**src/rtl/reg_write_ctrl.sv**
```systemverilog
// ============================================================================
//  reg_write_ctrl
//  Three-way round-robin write arbiter in front of a register file, with a
//  sequencer that zeroes every register on request.
//  Rev 1.0
// ============================================================================
`default_nettype none

module reg_write_ctrl #(
    parameter int DATA_W = 8,
    parameter int ADDR_W = 3
) (
    input  logic              CLK,
    input  logic              RESET,
    input  logic [2:0]        REQ,
    input  logic [ADDR_W-1:0] REQ_ADDR0,
    input  logic [ADDR_W-1:0] REQ_ADDR1,
    input  logic [ADDR_W-1:0] REQ_ADDR2,
    input  logic [DATA_W-1:0] REQ_DATA0,
    input  logic [DATA_W-1:0] REQ_DATA1,
    input  logic [DATA_W-1:0] REQ_DATA2,
    output logic [2:0]        GNT,
    input  logic              CLEAR,
    output logic              CLEAR_BUSY,
    output logic              WRITE,
    output logic [ADDR_W-1:0] INADDRESS,
    output logic [DATA_W-1:0] IN
);

    localparam logic [0:0]        c_NORMAL    = 1'b0;
    localparam logic [0:0]        c_CLR       = 1'b1;
    localparam logic [ADDR_W-1:0] c_LAST_ADDR = '1;

    logic [0:0]        r_state;
    logic [ADDR_W-1:0] r_cnt;
    logic [1:0]        r_last;

    logic [2:0]        w_elig;
    logic              w_found;
    logic [1:0]        w_win;
    logic [1:0]        w_idx;
    logic [2:0]        w_onehot;
    logic [ADDR_W-1:0] w_addr;
    logic [DATA_W-1:0] w_data;
    logic              w_enter_clr;
    logic              w_clr_done;
    logic              w_arb_en;

    function automatic logic [1:0] f_next(input logic [1:0] i);
        return (i == 2'd2) ? 2'd0 : i + 2'd1;
    endfunction

    // A requester holding GNT this cycle has already been served; masking it
    // gives a single requester one write every other cycle.
    assign w_elig = REQ & ~GNT;

    always_comb begin
        w_found = 1'b0;
        w_win   = 2'd0;
        w_idx   = f_next(r_last);
        for (int k = 0; k < 3; k++) begin
            if (!w_found && w_elig[w_idx]) begin
                w_found = 1'b1;
                w_win   = w_idx;
            end
            w_idx = f_next(w_idx);
        end
    end

    always_comb begin
        w_onehot = 3'b001;
        w_addr   = REQ_ADDR0;
        w_data   = REQ_DATA0;
        case (w_win)
            2'd1: begin
                w_onehot = 3'b010;
                w_addr   = REQ_ADDR1;
                w_data   = REQ_DATA1;
            end
            2'd2: begin
                w_onehot = 3'b100;
                w_addr   = REQ_ADDR2;
                w_data   = REQ_DATA2;
            end
            default: ;
        endcase
    end

    // CLEAR is only seen in NORMAL, so a clear in progress cannot be restarted.
    assign w_enter_clr = (r_state == c_NORMAL) && CLEAR;
    assign w_clr_done  = (r_state == c_CLR) && (r_cnt == c_LAST_ADDR);
    assign w_arb_en    = ((r_state == c_NORMAL) && !CLEAR) || w_clr_done;

    always_ff @(posedge CLK or negedge RESET) begin
        if (!RESET) begin
            r_state    <= c_NORMAL;
            r_cnt      <= '0;
            r_last     <= 2'd2;
            GNT        <= 3'b000;
            WRITE      <= 1'b0;
            INADDRESS  <= '0;
            IN         <= '0;
            CLEAR_BUSY <= 1'b0;
        end else begin
            if (w_enter_clr) begin
                r_state    <= c_CLR;
                r_cnt      <= '0;
                GNT        <= 3'b000;
                WRITE      <= 1'b1;
                INADDRESS  <= '0;
                IN         <= '0;
                CLEAR_BUSY <= 1'b1;
            end else if (w_clr_done) begin
                r_state    <= c_NORMAL;
                r_cnt      <= '0;
                CLEAR_BUSY <= 1'b0;
            end else if (r_state == c_CLR) begin
                r_cnt     <= r_cnt + 1'b1;
                INADDRESS <= r_cnt + 1'b1;
            end

            // Arbitration on the exit edge lets a pending write follow the
            // last clear write with no bubble.
            if (w_arb_en) begin
                GNT   <= w_found ? w_onehot : 3'b000;
                WRITE <= w_found;
                if (w_found) begin
                    INADDRESS <= w_addr;
                    IN        <= w_data;
                    r_last    <= w_win;
                end
            end
        end
    end

endmodule

`default_nettype wire

```
**config.mk**
```make
export PLATFORM = sky130hd
export DESIGN_NAME = reg_write_ctrl
export DESIGN_NICKNAME = d
export VERILOG_FILES = /design/src/rtl/reg_write_ctrl.sv
export SDC_FILE = /design/constraint.sdc
export NUM_CORES = 1
export LEC_CHECK = 0
export CAP_MARGIN = 20
export CORE_ASPECT_RATIO = 1.5
export CORE_MARGIN = 3
export CORE_UTILIZATION = 40
export DETAILED_ROUTE_END_ITERATION = 12
export DONT_BUFFER_PORTS = 1
export PLACE_DENSITY = 0.67
export RECOVER_POWER = 25
export SYNTH_ARGS = -nofsm -noshare
export SYNTH_HDL_FRONTEND = slang
export SYNTH_SLANG_ARGS = --single-unit
```
**constraint.sdc**
```tcl
create_clock -name CLK -period 2.23 [get_ports CLK]
set_clock_uncertainty 0.1 [all_clocks]
set_input_delay 0.3345 -clock CLK [delete_from_list [all_inputs] [get_ports CLK]]
set_output_delay 0.3345 -clock CLK [all_outputs]
set_load 0.01 [all_outputs]
```
==> run metrics, run 1 <==
CP endpoint=IN[3]; footprint of the multi-input gates=709 um^2; wirelength, routed=3.32 mm; synthesized area=0.00123 mm^2; core region area=0.00291 mm^2; fin nets=180; Final period util=94.6%; Fin. Hold Viols=0; Cells after Synth=127; Starting Density=42.2%; initial antenna violation count=0; FILL cells=289; DRC=0; Clock Pin Slew Worst Setup and Hold Paths=80 ps; chip width=51.3 um; most common cell after layout, fill and taps aside=dfrtp_1; Slew Viols, Final=0; die area=0.00379 mm^2; Slew headroom=36.0%; synth warn=0; Synth top area share=40.7%; share of cells above drive strength 1=23.7%; register area share after synthesis=42.9%; worst flop-to-flop path startpoint=GNT[1]; FF/Latch Area=527 um^2; RR Endpoint=IN[3]; Overflow after GRT=0; Num CTS Buffers=3; first-pass GRT wire length=4.95 mm; Layout area overhead=16.8%; worst-path cell chain=nor2b_4 > nor2b_2 > nor2_1 > o21a_1 > ha_1 > buf_4 > a221oi_1 > o41ai_2; Post-Layout Cell Count=174; most frequent cells in the layout=dfrtp_1, nand2_1, nor2b_1, buf_4; Sink Count=21; power per cell area=1520 mW/mm^2; row count=24; final setup TNS=0 ps; critical path startpoint category=flop; Fmax=0.474 GHz; Crit-path slowest cell=dfrtp_1; CTS max path bufs=2; internal reg-to-reg setup slack=120 ps; min Tclk post-route=2110 ps; antenna-violating nets left=0; H-Tree Depth=1; placed cell count=168; TritonCTS clock tree=done; final worst-path setup slack=120 ps; GRT Max-Usage Layer=met2; leakage power=0.638 nW; Syn Nets=171; Crit path required time=2250 ps; status=complete, no violations; gr usage total=17.7%; Routed WL per cell=19.1 um; max-cap check violation count=0; hpwl dp=2.44 mm; area leader, netlist=dfrtp_1; grt met2 use=32.6%; DP Worst Slack=55.1 ps; boundary pin count=55; Hold Crit Class=input port to flop; DRT Pass-1 Iters=4; register bit total from synthesis=21; Worst Setup SP=GNT[1]; vias per cell=6.06; die extent in y=73.9 um; M3 GR Usage=3.25%; quantity of I/O buffers inserted on ports=0; largest net degree at the start of global routing=22; WS Path Type=flop to flop; top cells by area, synth=dfrtp_1, a221oi_1, o41ai_1, nand2_1, ha_1; worst-path fanout max=8; Synth Area per Inst=9.67 um^2; synth unique cells=31; Crit. End Element=flop; Clock Root Buffer=clkbuf_8; vias in the first global route=1035; clk_lat worst skew=270 ps; Detailed Route Iter0 Violations=19; setup violators final=0; Worst path max stage delay=410 ps; cell count of the worst reg-to-reg path=8; worst-margin pin slew=957 ps; Routability Congestion=0.738; Peak VDD IR=0.728 mV; antenna fix cells=0; CP arrival=2130 ps; via count=1054; grt met1 use=19.8%
-- metrics by stage --
step	total power [W]	cell area, um^2	util (%)	hold WS, ps
4_1_cts	0.00206	1360	46.8	155
5_1_grt	0.00235	1440	49.3	177
2_1_floorplan	0.00150	1230	-	-61.1
3_5_place_dp	0.00179	1310	44.8	-60.5
6_report	0.00218	1440	49.3	146
3_3_place_gp	0.00172	1310	44.8	-60.6
-- cells in the mapped netlist, drive strengths merged --
cell type / number
a21oi: 2
a221oi: 8
a22oi: 3
a31oi: 1
and2b: 1
buf: 3
clkbuf: 5
dfrtp: 20
dfstp: 1
ha: 5
inv: 3
mux2i: 3
nand2: 18
nand2b: 2
nand3: 8
nor2: 5
nor2b: 13
o21a: 1
o21ai: 12
o22a: 1
o22ai: 1
o31ai: 2
o41ai: 8
or3: 1
-- final cells by class --
class	instances	share of cell area (%)
Clock inverter	1	0.349
Timing Repair Buffer	12	6.45
Sequential cell	21	36.7
Inverter	3	0.785
Multi-Input combinational cell	95	49.4
Tap cell	39	3.40
Clock buffer	3	2.88
-- state kept, by name, summed over array words and instances (netlist names) --
register,cells
IN,8
GNT,3
INADDRESS,3
r_cnt,3
r_last,2
WRITE,1
r_state,1
-- worst min-delay path by stage --
stage / start / endpoint / cells after the start
final: CLEAR / r_cnt[1] / 3
after global routing: CLEAR / r_cnt[2] / 3
after CTS: CLEAR / r_cnt[1] / 3
after detailed placement: RESET / IN[7] / 0
after global placement: RESET / IN[1] / 0
after floorplan: RESET / GNT[0] / 0
-- routing by layer --
metal  vias up  part of all wire, %
met4         0                  1.5
li1        486                    -
met5         -                    0
met1       503                   36
met2        60                   53
met3         5                  8.9
-- what timing repair did --
item / 4_1_cts / 5_1_grt
resized for setup: 0 / 13
setup endpoints to repair: 0 / 11
endpoints found under the hold margin: 21 / 0
hold buffers: 1 / 0
setup buffers: 0 / 1
-- worst max-delay path, delay by kind of cell (launching register included) --
kind	cells	cell delay [ps]
compound gates	3	600
fa+ha+maj	1	250
buf+inv	1	200
flops	1	410
simple gates	3	410
-- where the power goes --
group	switching (W)	internal, W
logic	0.000677	0.000496
registers	0.000182	0.000560
clock network	0.000138	0.000125
-- cell families after synthesis --
group           share of synthesized area, %
compound gates                          23.6
fa+ha+maj                               5.09
buf+inv                                 4.68
flops                                   42.9
mux                                     2.44
simple gates                            21.3
Power figures use the tool's default switching activity.
==> inputs of run 2 (changes only) <==
Settings changed: PLACE_DENSITY 0.67 to 0.65.
Clock period 2.23 ns to 2.6 ns, I/O delays scaled along.
==> run 2 against run 1 <==
Non-clock buffer count down 11. Via count down 4.8%. Worst setup slack better by 130 ps. Sequential power down 12%. Sequential share of layout area up 4.1 points. Critical path depth down 1. Clock power down 18%. Register-to-register slack better by 130 ps. Final cell count down 6.3%. First-iteration DRC count unchanged. Critical path type unchanged. Largest power group unchanged.
==> run metrics, run 2 (synthesis gave the netlist of run 1 again) <==
via count=1003; register name with the most flops=IN; Layout area overhead=5.09%; Overflow after GRT=0; placed cell count=158; Post-Layout Cell Count=163; fin nets=169; Hold Crit Class=input port to flop; Final period util=90.4%; CTS max path bufs=2; Crit-path slowest cell=ha_2; die area=0.00379 mm^2; die extent in y=73.9 um; max-cap check violation count=0; gr usage total=16.5%; core region area=0.00291 mm^2; Crit path required time=2640 ps; setup violators final=0; Sink Count=21; Crit. End Element=flop; RR Endpoint=IN[5]; Fmax=0.425 GHz; Tot Pwr=0.00166 W; WS Path Type=flop to flop; Worst path max stage delay=540 ps; CP endpoint=IN[5]; most common cell after layout, fill and taps aside=dfrtp_1; share of cells above drive strength 1=10.5%; Num CTS Buffers=3; most frequent cells in the layout=dfrtp_1, nand2_1, o21ai_0, nor2b_1; Worst Setup SP=GNT[1]; final setup TNS=0 ps; vias in the first global route=1009; max FFs per register=8; Fin. Hold Viols=0; Peak VDD IR=0.697 mV; Slew headroom=35.5%; Routed WL per cell=18.5 um; TritonCTS clock tree=done; leakage power=0.540 nW; row count=24; initial antenna violation count=0; vias per cell=6.15; clk_lat worst skew=260 ps; critical path startpoint category=flop; Starting Density=42.2%; boundary pin count=55; Clock Pin Slew Worst Setup and Hold Paths=80 ps; DRC=0; worst-path cell chain=nor2b_4 > nor2b_1 > nor2_1 > o21a_1 > ha_2 > a221oi_1 > o41ai_1; worst flop-to-flop path startpoint=GNT[1]; min Tclk post-route=2350 ps; chip width=51.3 um; antenna-violating nets left=0; antenna fix cells=0; final worst-path setup slack=249 ps; Detailed Route Iter0 Violations=19; Clock Root Buffer=clkbuf_8; DRT Pass-1 Iters=4; Routability Congestion=0.905; hpwl dp=2.24 mm; internal reg-to-reg setup slack=250 ps; quantity of I/O buffers inserted on ports=0; first-pass GRT wire length=4.73 mm; DP Worst Slack=130 ps; wirelength, routed=3.02 mm; status=complete, no violations; worst-path fanout max=23; post-CTS setup-driven buffer insertion count=0; worst-margin pin slew=965 ps; H-Tree Depth=1; largest net degree at the start of global routing=24; CP arrival=2390 ps; cell count of the worst reg-to-reg path=7; power per cell area=1290 mW/mm^2; Slew Viols, Final=0
-- run 2: changes by cell type in the layout (fill, tap and decap cells not counted), sizes merged --
cell,change
buf,-10
clkinv,-1
-- run 2: area by class of cell --
class / instances / area [um^2]
Clock buffer: 4 / 45.0
Multi-Input combinational cell: 95 / 649
Tap cell: 39 / 48.8
Timing Repair Buffer: 1 / 10.0
Sequential cell: 21 / 527
Fill cell: 300 / 1620
Inverter: 3 / 11.3
-- run 2: worst min path at each step --
stage | endpoint | slack (ps) | depth (start not counted) | startpoint
final | r_cnt[2] | 220 | 3 | CLEAR
after global routing | r_cnt[2] | 220 | 3 | CLEAR
after CTS | r_cnt[2] | 210 | 3 | CLEAR
after detailed placement | IN[6] | -5 | 0 | RESET
after global placement | IN[5] | -5 | 0 | RESET
after floorplan | GNT[0] | -6 | 0 | RESET
-- run 2: worst max-delay path, delay by kind of cell (launching register included) --
| kind | cells | cell delay, ps |
|---|---|---|
| AO/OA/AOI/OAI | 3 | 650 |
| adder cells (fa/ha/maj) | 1 | 540 |
| AND/OR/NAND/NOR | 3 | 470 |
| flip-flops | 1 | 460 |
-- run 2: layer usage --
metal	up-vias	track usage (%)	routed length (um)
met1	479	18.0	1130
met4	0	5.83	14
met3	2	4.67	359
li1	461	-	-
met5	-	0	0
met2	61	30.1	1520
-- run 2: metrics by stage --
| step | hold slack (ps) | cell area, um^2 | util (%) |
|---|---|---|---|
| after floorplan | -5.59 | 1230 | - |
| after global placement | -4.95 | 1230 | 42.3 |
| after detailed placement | -5.07 | 1230 | 42.3 |
| after CTS | 212 | 1290 | 44.2 |
| after global routing | 223 | 1290 | 44.3 |
| final | 217 | 1290 | 44.3 |
-- run 2: what timing repair did --
action                                  in CTS  in global routing
resized for setup                            0                  2
endpoints found under the setup margin       0                 11
hold buffers                                 1                  0
hold endpoints to repair                    21                  0
-- run 2: power breakdown --
group / switching (W) / internal [W]
registers: 0.000173 / 0.000480
clock network: 0.000107 / 0.000109
logic: 0.000471 / 0.000319
total: 0.000751 / 0.000908
==> inputs of run 3 (changes only) <==
Settings changed: GPL_ROUTABILITY_DRIVEN from default to 0, GPL_TIMING_DRIVEN from default to 1, HOLD_SLACK_MARGIN from default to 0.06.
==> results of run 3 <==
Same layout as run 2: the final DEF is identical, and so are final timing and power.
